<file path="src/rtl/loader_pkg.sv">
// Shared definitions for the UART program loader: field widths, frame
// start marker default, FSM state encoding and the write payload type.
package loader_pkg;

  localparam int unsigned BYTE_W  = 8;
  localparam int unsigned ADDR_W  = 8;
  localparam int unsigned LEN_W   = 8;
  localparam int unsigned COUNT_W = 9;

  localparam logic [BYTE_W-1:0] SYNC_BYTE_DEF = 8'hA5;

  typedef enum logic [2:0] {
    ST_IDLE = 3'd0,
    ST_LEN  = 3'd1,
    ST_DATA = 3'd2,
    ST_CSUM = 3'd3,
    ST_DONE = 3'd4,
    ST_ERR  = 3'd5
  } state_e;

  // One program-memory write.
  typedef struct packed {
    logic [ADDR_W-1:0] addr;
    logic [BYTE_W-1:0] data;
  } prog_wr_t;

  // States in which a frame is in flight.
  function automatic logic is_busy(input state_e s);
    return (s == ST_LEN) || (s == ST_DATA) || (s == ST_CSUM);
  endfunction

endpackage

</file>
<file path="src/rtl/program_loader_if.sv">
// Loader bus: host side (halt, UART byte/level) and program-memory/status side.
//   master : drives halt, rx_data, rx_valid; observes writes and status
//   slave  : the loader itself
interface program_loader_if;
  import loader_pkg::*;

  logic                      halt;
  logic [BYTE_W-1:0]         rx_data;
  logic                      rx_valid;
  logic                      prog_we;
  logic [ADDR_W-1:0]         prog_addr;
  logic [BYTE_W-1:0]         prog_data;
  logic                      busy;
  logic                      load_done;
  logic                      load_err;
  logic [COUNT_W-1:0]        byte_count;

  modport master (
    output halt, rx_data, rx_valid,
    input  prog_we, prog_addr, prog_data, busy, load_done, load_err, byte_count
  );

  modport slave (
    input  halt, rx_data, rx_valid,
    output prog_we, prog_addr, prog_data, busy, load_done, load_err, byte_count
  );

endinterface

</file>
<file path="src/rtl/program_loader_strobe_edge.sv">
// Rising-edge detector for an asynchronous-to-protocol level strobe.
//   clk, rst  : clock, synchronous active-high reset
//   sig_i     : level input (registered here)
//   rise_c_o  : one-cycle pulse while registered level is 1 and its previous
//               registered value was 0 (combinational from two registers)
module strobe_edge (
  input  logic clk,
  input  logic rst,
  input  logic sig_i,
  output logic rise_c_o
);

  logic sig_q;
  logic prev_q;

  always_ff @(posedge clk) begin
    if (rst) begin
      sig_q  <= 1'b0;
      prev_q <= 1'b0;
    end else begin
      sig_q  <= sig_i;
      prev_q <= sig_q;
    end
  end

  assign rise_c_o = sig_q & ~prev_q;

endmodule

</file>
<file path="src/rtl/program_loader.sv">
// UART program loader: parses SYNC / length / data / checksum frames while the
// CPU is halted and writes the data bytes into program memory.
//   clk, rst : clock, synchronous active-high reset
//   bus      : program_loader_if.slave (halt, rx_data, rx_valid in;
//              prog_we/addr/data, busy, load_done, load_err, byte_count out)
module program_loader
  import loader_pkg::*;
#(
  parameter int unsigned        TIMEOUT_CYC = 1_000_000,
  parameter logic [BYTE_W-1:0]  SYNC_BYTE   = SYNC_BYTE_DEF
) (
  input  logic              clk,
  input  logic              rst,
  program_loader_if.slave   bus
);

  localparam int unsigned TMR_W = $clog2(TIMEOUT_CYC + 1);

  state_e              state_q, state_d;
  logic [BYTE_W-1:0]   rx_byte_q;
  logic [LEN_W-1:0]    len_q, len_d;
  logic [COUNT_W-1:0]  byte_count_q, byte_count_d;
  logic [BYTE_W-1:0]   sum_q, sum_d;
  logic [TMR_W-1:0]    timer_q, timer_d;
  prog_wr_t            wr_q, wr_d;
  logic                prog_we_q, prog_we_d;
  logic                busy_q, busy_d;
  logic                done_q, done_d;
  logic                err_q, err_d;

  logic evt_c;
  logic timeout_c;
  logic abort_c;
  logic accept_c;
  logic start_c;
  logic last_c;

  strobe_edge u_edge (
    .clk      (clk),
    .rst      (rst),
    .sig_i    (bus.rx_valid),
    .rise_c_o (evt_c)
  );

  // Frame-level conditions; abort (halt drop or timeout) beats any byte event.
  assign timeout_c = is_busy(state_q) && (timer_q == TMR_W'(TIMEOUT_CYC));
  assign abort_c   = is_busy(state_q) && (!bus.halt || timeout_c);
  assign accept_c  = evt_c && is_busy(state_q) && !abort_c;
  assign start_c   = evt_c && bus.halt && (rx_byte_q == SYNC_BYTE) && !is_busy(state_q);
  assign last_c    = (byte_count_q + COUNT_W'(1)) == COUNT_W'(len_q);

  // State register.
  always_ff @(posedge clk) begin
    if (rst) state_q <= ST_IDLE;
    else     state_q <= state_d;
  end

  // Next-state logic.
  always_comb begin
    state_d = state_q;
    case (state_q)
      ST_IDLE, ST_DONE, ST_ERR: if (start_c) state_d = ST_LEN;
      ST_LEN:  if (accept_c) state_d = (rx_byte_q == '0) ? ST_ERR : ST_DATA;
      ST_DATA: if (accept_c && last_c) state_d = ST_CSUM;
      ST_CSUM: if (accept_c) state_d = (rx_byte_q == sum_q) ? ST_DONE : ST_ERR;
      default: state_d = ST_IDLE;
    endcase
    if (abort_c) state_d = ST_ERR;
  end

  // Datapath / output next values.
  always_comb begin
    len_d        = len_q;
    byte_count_d = byte_count_q;
    sum_d        = sum_q;
    wr_d         = wr_q;
    prog_we_d    = 1'b0;

    if (start_c) begin
      byte_count_d = '0;
      sum_d        = '0;
    end

    if (accept_c) begin
      case (state_q)
        ST_LEN:  len_d = rx_byte_q;
        ST_DATA: begin
          prog_we_d    = 1'b1;
          wr_d.addr    = byte_count_q[ADDR_W-1:0];
          wr_d.data    = rx_byte_q;
          byte_count_d = byte_count_q + COUNT_W'(1);
          sum_d        = sum_q + rx_byte_q;
        end
        default: ;
      endcase
    end

    // Idle timer runs only while a frame stays in flight without a new byte.
    if (is_busy(state_q) && is_busy(state_d) && !accept_c)
      timer_d = timer_q + TMR_W'(1);
    else
      timer_d = '0;

    busy_d = is_busy(state_d);
    done_d = (state_d == ST_DONE);
    err_d  = (state_d == ST_ERR);
  end

  // Datapath and output registers.
  always_ff @(posedge clk) begin
    if (rst) begin
      rx_byte_q    <= '0;
      len_q        <= '0;
      byte_count_q <= '0;
      sum_q        <= '0;
      timer_q      <= '0;
      wr_q         <= '0;
      prog_we_q    <= 1'b0;
      busy_q       <= 1'b0;
      done_q       <= 1'b0;
      err_q        <= 1'b0;
    end else begin
      rx_byte_q    <= bus.rx_data;
      len_q        <= len_d;
      byte_count_q <= byte_count_d;
      sum_q        <= sum_d;
      timer_q      <= timer_d;
      wr_q         <= wr_d;
      prog_we_q    <= prog_we_d;
      busy_q       <= busy_d;
      done_q       <= done_d;
      err_q        <= err_d;
    end
  end

  assign bus.prog_we    = prog_we_q;
  assign bus.prog_addr  = wr_q.addr;
  assign bus.prog_data  = wr_q.data;
  assign bus.busy       = busy_q;
  assign bus.load_done  = done_q;
  assign bus.load_err   = err_q;
  assign bus.byte_count = byte_count_q;

endmodule

</file>
<file path="src/flat_wrapper.sv">
// flat-port wrapper written by rule: the top's interface ports become plain ports
module program_loader_flat import loader_pkg::*;
#(
  parameter int unsigned        TIMEOUT_CYC = 1_000_000,
  parameter logic [BYTE_W-1:0]  SYNC_BYTE   = SYNC_BYTE_DEF
)
  (clk, rst, bus_halt, bus_rx_data, bus_rx_valid, bus_prog_we, bus_prog_addr, bus_prog_data, bus_busy, bus_load_done, bus_load_err, bus_byte_count);
  program_loader_if bus_i ();
  input  logic clk;
  input  logic rst;
  input wire logic [$bits(bus_i.halt)-1:0] bus_halt;
  input wire logic [$bits(bus_i.rx_data)-1:0] bus_rx_data;
  input wire logic [$bits(bus_i.rx_valid)-1:0] bus_rx_valid;
  output wire logic [$bits(bus_i.prog_we)-1:0] bus_prog_we;
  output wire logic [$bits(bus_i.prog_addr)-1:0] bus_prog_addr;
  output wire logic [$bits(bus_i.prog_data)-1:0] bus_prog_data;
  output wire logic [$bits(bus_i.busy)-1:0] bus_busy;
  output wire logic [$bits(bus_i.load_done)-1:0] bus_load_done;
  output wire logic [$bits(bus_i.load_err)-1:0] bus_load_err;
  output wire logic [$bits(bus_i.byte_count)-1:0] bus_byte_count;
  assign bus_i.halt = bus_halt;
  assign bus_i.rx_data = bus_rx_data;
  assign bus_i.rx_valid = bus_rx_valid;
  assign bus_prog_we = bus_i.prog_we;
  assign bus_prog_addr = bus_i.prog_addr;
  assign bus_prog_data = bus_i.prog_data;
  assign bus_busy = bus_i.busy;
  assign bus_load_done = bus_i.load_done;
  assign bus_load_err = bus_i.load_err;
  assign bus_byte_count = bus_i.byte_count;
  program_loader #(.TIMEOUT_CYC(TIMEOUT_CYC), .SYNC_BYTE(SYNC_BYTE)) u_core (.clk(clk), .rst(rst), .bus(bus_i));
endmodule
</file>
<file path="config.mk">
export PLATFORM = sky130hd
export DESIGN_NAME = program_loader_flat
export DESIGN_NICKNAME = d
export VERILOG_FILES = /design/src/rtl/loader_pkg.sv /design/src/rtl/program_loader_if.sv /design/src/rtl/program_loader_strobe_edge.sv /design/src/rtl/program_loader.sv /design/src/flat_wrapper.sv
export SDC_FILE = /design/constraint.sdc
export NUM_CORES = 1
export LEC_CHECK = 0
export CORE_ASPECT_RATIO = 0.6
export CORE_MARGIN = 5
export CORE_UTILIZATION = 38
export CTS_CLUSTER_DIAMETER = 100
export DETAILED_ROUTE_END_ITERATION = 10
export SKIP_CTS_REPAIR_TIMING = 1
export SYNTH_ARGS = -nofsm -noshare
export SYNTH_HDL_FRONTEND = slang
export SYNTH_SLANG_ARGS = --single-unit
</file>
<file path="constraint.sdc">
create_clock -name clk -period 2.18 [get_ports clk]
set_clock_uncertainty 0.1 [all_clocks]
set_input_delay 0.218 -clock clk [delete_from_list [all_inputs] [get_ports clk]]
set_output_delay 0.218 -clock clk [all_outputs]
set_load 0.01 [all_outputs]
</file>
==> impl_metrics.py <==
metrics = {
    "status": {
        "run_status": "finished clean",
    },
    "layout": {
        "fill_cells": 901,
        "num_antenna_cells": 0,
        "drive_gt1_frac": 0.254,
        "final_cell_area_mm2": 0.00523,
        "area_growth_pct": 34.0,
        "fin_nets": 542,
    },
    "critical_path": {
        "path_cells": "buf_4 > and4_4 > buf_4 > nand3_1 > o21ai_1 > or4_1 > a2111o_1 > and3_1",
        "path_buf_inv": 2,
        "cp_common_cell": "buf_4",
        "rrSetupSlack_ps": 0.7,
        "path_delay_family": "simple AND/OR/NAND/NOR gates",
        "crit_type": "reg -> reg",
        "cp.required_ps": 2310,
        "cp-end-kind": "flip-flop",
        "startpoint_type": "flip-flop",
        "critPathMaxStageDelay_ps": 420,
        "r2r_cells": 8,
        "slowest_stage": "or4_1",
        "arrival_ps": 2310,
        "r2r_end": "u_core.bus.load_done",
        "critPathMaxFanout": 5,
        "r2r-start": "u_core.bus.byte_count[0]",
    },
    "floorplanning": {
        "die_h_um": 88.5,
        "core_mm2": 0.00995,
        "rows": 28,
        "io_pins": 41,
        "die_area_mm2": 0.0125,
        "chipWidth_um": 141,
        "start_util": 0.392,
    },
    "sta": {
        "slew_headroom": 0.727,
        "max_freq_mhz": 459,
        "hold_violations": 0,
        "rsz0062_at_grt": "yes",
        "setup_violations": 0,
        "min_period_ps": 2180,
        "tightestPinTransition_ps": 409,
        "finalCritPeriodShare": 1.00,
        "drv_slew": 0,
    },
    "yosys": {
        "ys_types": 56,
        "synth_area_mm2": 0.00390,
        "yosysWarnings": 0,
        "synth_fp_nets": 462,
        "synth_edf_count": 0,
        "syn-instance-count": 439,
        "ys_ff_latch": 78,
        "synth_ff_type": "dfxtp_1",
        "async_flop_share": 0,
        "synth_area_per_cell_um2": 8.90,
        "seq_area_frac_synth": 0.400,
    },
    "detailed_routing": {
        "drc": 0,
        "drt-total-wl_um": 10200,
        "ant_nets": 0,
        "via_per_inst": 5.23,
        "dr.pass1.iters": 4,
        "vias": 3447,
        "wl_per_cell_um": 15.5,
        "drt_iter0_markers": 199,
    },
    "global_routing": {
        "grt_max_degree": 30,
        "grt_pass1_wl_um": 16400,
        "grt_pass1_vias": 3281,
        "track_usage": 0.166,
        "grt-ovfl-total": 0,
        "antenna_found_initial": 0,
    },
    "clock_tree": {
        "clk_latency_ps": 340,
        "clkSlewWorstSetupHoldPaths_ps": 60,
        "cts_buffers": 9,
        "clock_sinks": 78,
        "cts_tree": "built",
        "cts_root_buf": "clkbuf_16",
        "clk_path_buf_depth": 2,
        "htree_levels": 3,
    },
    "power_and_ir_drop": {
        "combPwrFrac": 0.043,
        "leakage_nw": 1.84,
        "p_int_w": 0.00226,
        "ir_worst_vdd_mv": 0.379,
        "powerDensity_mw_per_mm2": 558,
        "power_w": 0.00292,
        "swShare": 0.226,
        "clockPowerShare": 0.463,
        "p_seq_frac": 0.494,
        "p_switching_w": 0.000661,
    },
    "job": {
        "cap_viol_max_count": 0,
    },
    "hold_path": {
        "min_to": "u_core.timer_q[5]",
        "holdCritStartpoint": "rst",
        "hold_class": "in -> reg",
        "holdPathStages": 2,
    },
    "placement": {
        "place_area_mm2": 0.00475,
        "gp_congestion": 0.840,
        "io_buffers": 40,
        "hpwl_um": 7140,
    },
}
==> cell families after synthesis <==
| group | synth area share |
|---|---|
| compound gates | 0.120 |
| mux | 0.0288 |
| xor+xnor | 0.0673 |
| simple gates | 0.295 |
| fa+ha+maj | 0.0372 |
| buf+inv | 0.0519 |
| flops | 0.400 |
==> power groups by stage <==
| stage | logic (W) | clock network, W | registers, W |
|---|---|---|---|
| after global routing | 0.000138 | 0.00146 | 0.00144 |
| after detailed placement | 0.000118 | 0 | 0.00148 |
| final | 0.000125 | 0.00135 | 0.00144 |
| after global placement | 0.000115 | 0 | 0.00148 |
| after floorplan | 0.0000595 | 0 | 0.00147 |
| after CTS | 0.000118 | 0.00139 | 0.00144 |
==> worst max-delay path by stage <==
| stage | startpoint | to | slack, ps | cells after the start |
|---|---|---|---|---|
| 2_1_floorplan | u_core.bus.byte_count[0] | u_core.bus.load_done | 4 | 6 |
| 3_3_place_gp | bus_halt | u_core.timer_q[2] | -40 | 7 |
| 3_5_place_dp | bus_halt | u_core.timer_q[2] | -210 | 7 |
| 4_1_cts | u_core.rx_byte_q[3] | u_core.timer_q[2] | -140 | 6 |
| 5_1_grt | u_core.bus.byte_count[0] | u_core.bus.load_done | -50 | 8 |
| 6_report | u_core.bus.byte_count[0] | u_core.bus.load_done | 0.7 | 8 |
==> cells in the final DEF, fill, tap and decap left out, types with 9 or more instances in the layout <==
cell type,instances
nor2_1,25
clkbuf_16,11
inv_1,13
nor2b_1,12
nand3_1,25
nor3_1,9
xnor2_1,13
clkdlybuf4s50_1,39
nand2_1,54
a21oi_1,37
buf_4,50
nor4_2,19
mux2i_1,9
dfxtp_1,68
xor2_1,17
==> area by class of cell <==
| type | instances | area (um^2) | share of cell area |
|---|---|---|---|
| tap | 135 | 169 | 0.0323 |
| multi-input combinational | 321 | 2280 | 0.435 |
| timing repair buffer | 96 | 892 | 0.170 |
| inverter | 13 | 48.8 | 0.00932 |
| sequential | 78 | 1580 | 0.302 |
| clock buffer | 10 | 229 | 0.0437 |
| clock inverter | 6 | 38.8 | 0.00741 |
==> flip-flops by register name (all words and copies together) (netlist names) <==
signal                 flops
u_core.bus.busy            1
u_core.bus.byte_count      9
u_core.bus.load_done       1
u_core.bus.load_err        1
u_core.bus.prog_addr       8
u_core.bus.prog_data       8
u_core.bus.prog_we         1
u_core.len_q               8
u_core.rx_byte_q           8
u_core.state_q             3
u_core.sum_q               8
u_core.timer_q            20
u_core.u_edge.prev_q       1
u_core.u_edge.sig_q        1
==> layer usage <==
metal	vias up	wire length [um]	GRT usage
met4	0	42	0.0387
met1	1645	5150	0.232
met2	67	4540	0.252
met3	8	457	0.0502
met5	-	0	0
li1	1727	-	-
==> synthesized netlist by cell type (all sizes together), types with 2 or more instances <==
cell / instances / area, um^2
o211a: 2 / 20.0
xor2: 17 / 149
or3: 3 / 18.8
mux2: 2 / 22.5
a21oi: 39 / 195
nor3: 10 / 50.1
or4: 4 / 33.8
o21ai: 13 / 80.1
and2: 2 / 15.0
dfxtp: 78 / 1560
nor2b: 12 / 75.1
o211ai: 4 / 30.0
xnor2: 13 / 114
nand2b: 6 / 37.5
and3: 7 / 43.8
buf: 13 / 101
nand4: 5 / 31.3
ha: 10 / 125
mux2i: 9 / 90.1
a31oi: 2 / 12.5
and4: 4 / 37.5
a311oi: 4 / 35.0
nand3b: 3 / 35.0
nor2: 26 / 97.6
clkbuf: 14 / 52.6
nor4: 26 / 299
a2111oi: 2 / 17.5
nand2: 55 / 209
inv: 13 / 48.8
nand3: 27 / 135
==> stage by stage <==
step                      hold slack [ps]  std cells  setup slack [ps]  setup TNS [ps]  utilization
after floorplan                       246        439              3.67               0            -
final                                 120        659             0.722               0        0.526
after global placement                342        638             -37.7            -421        0.477
after CTS                             116        654              -138            -840        0.504
after detailed placement              347        638              -208           -1610        0.477
after global routing                  144        659             -51.6            -177        0.526
(Power assumes the default switching activity.)
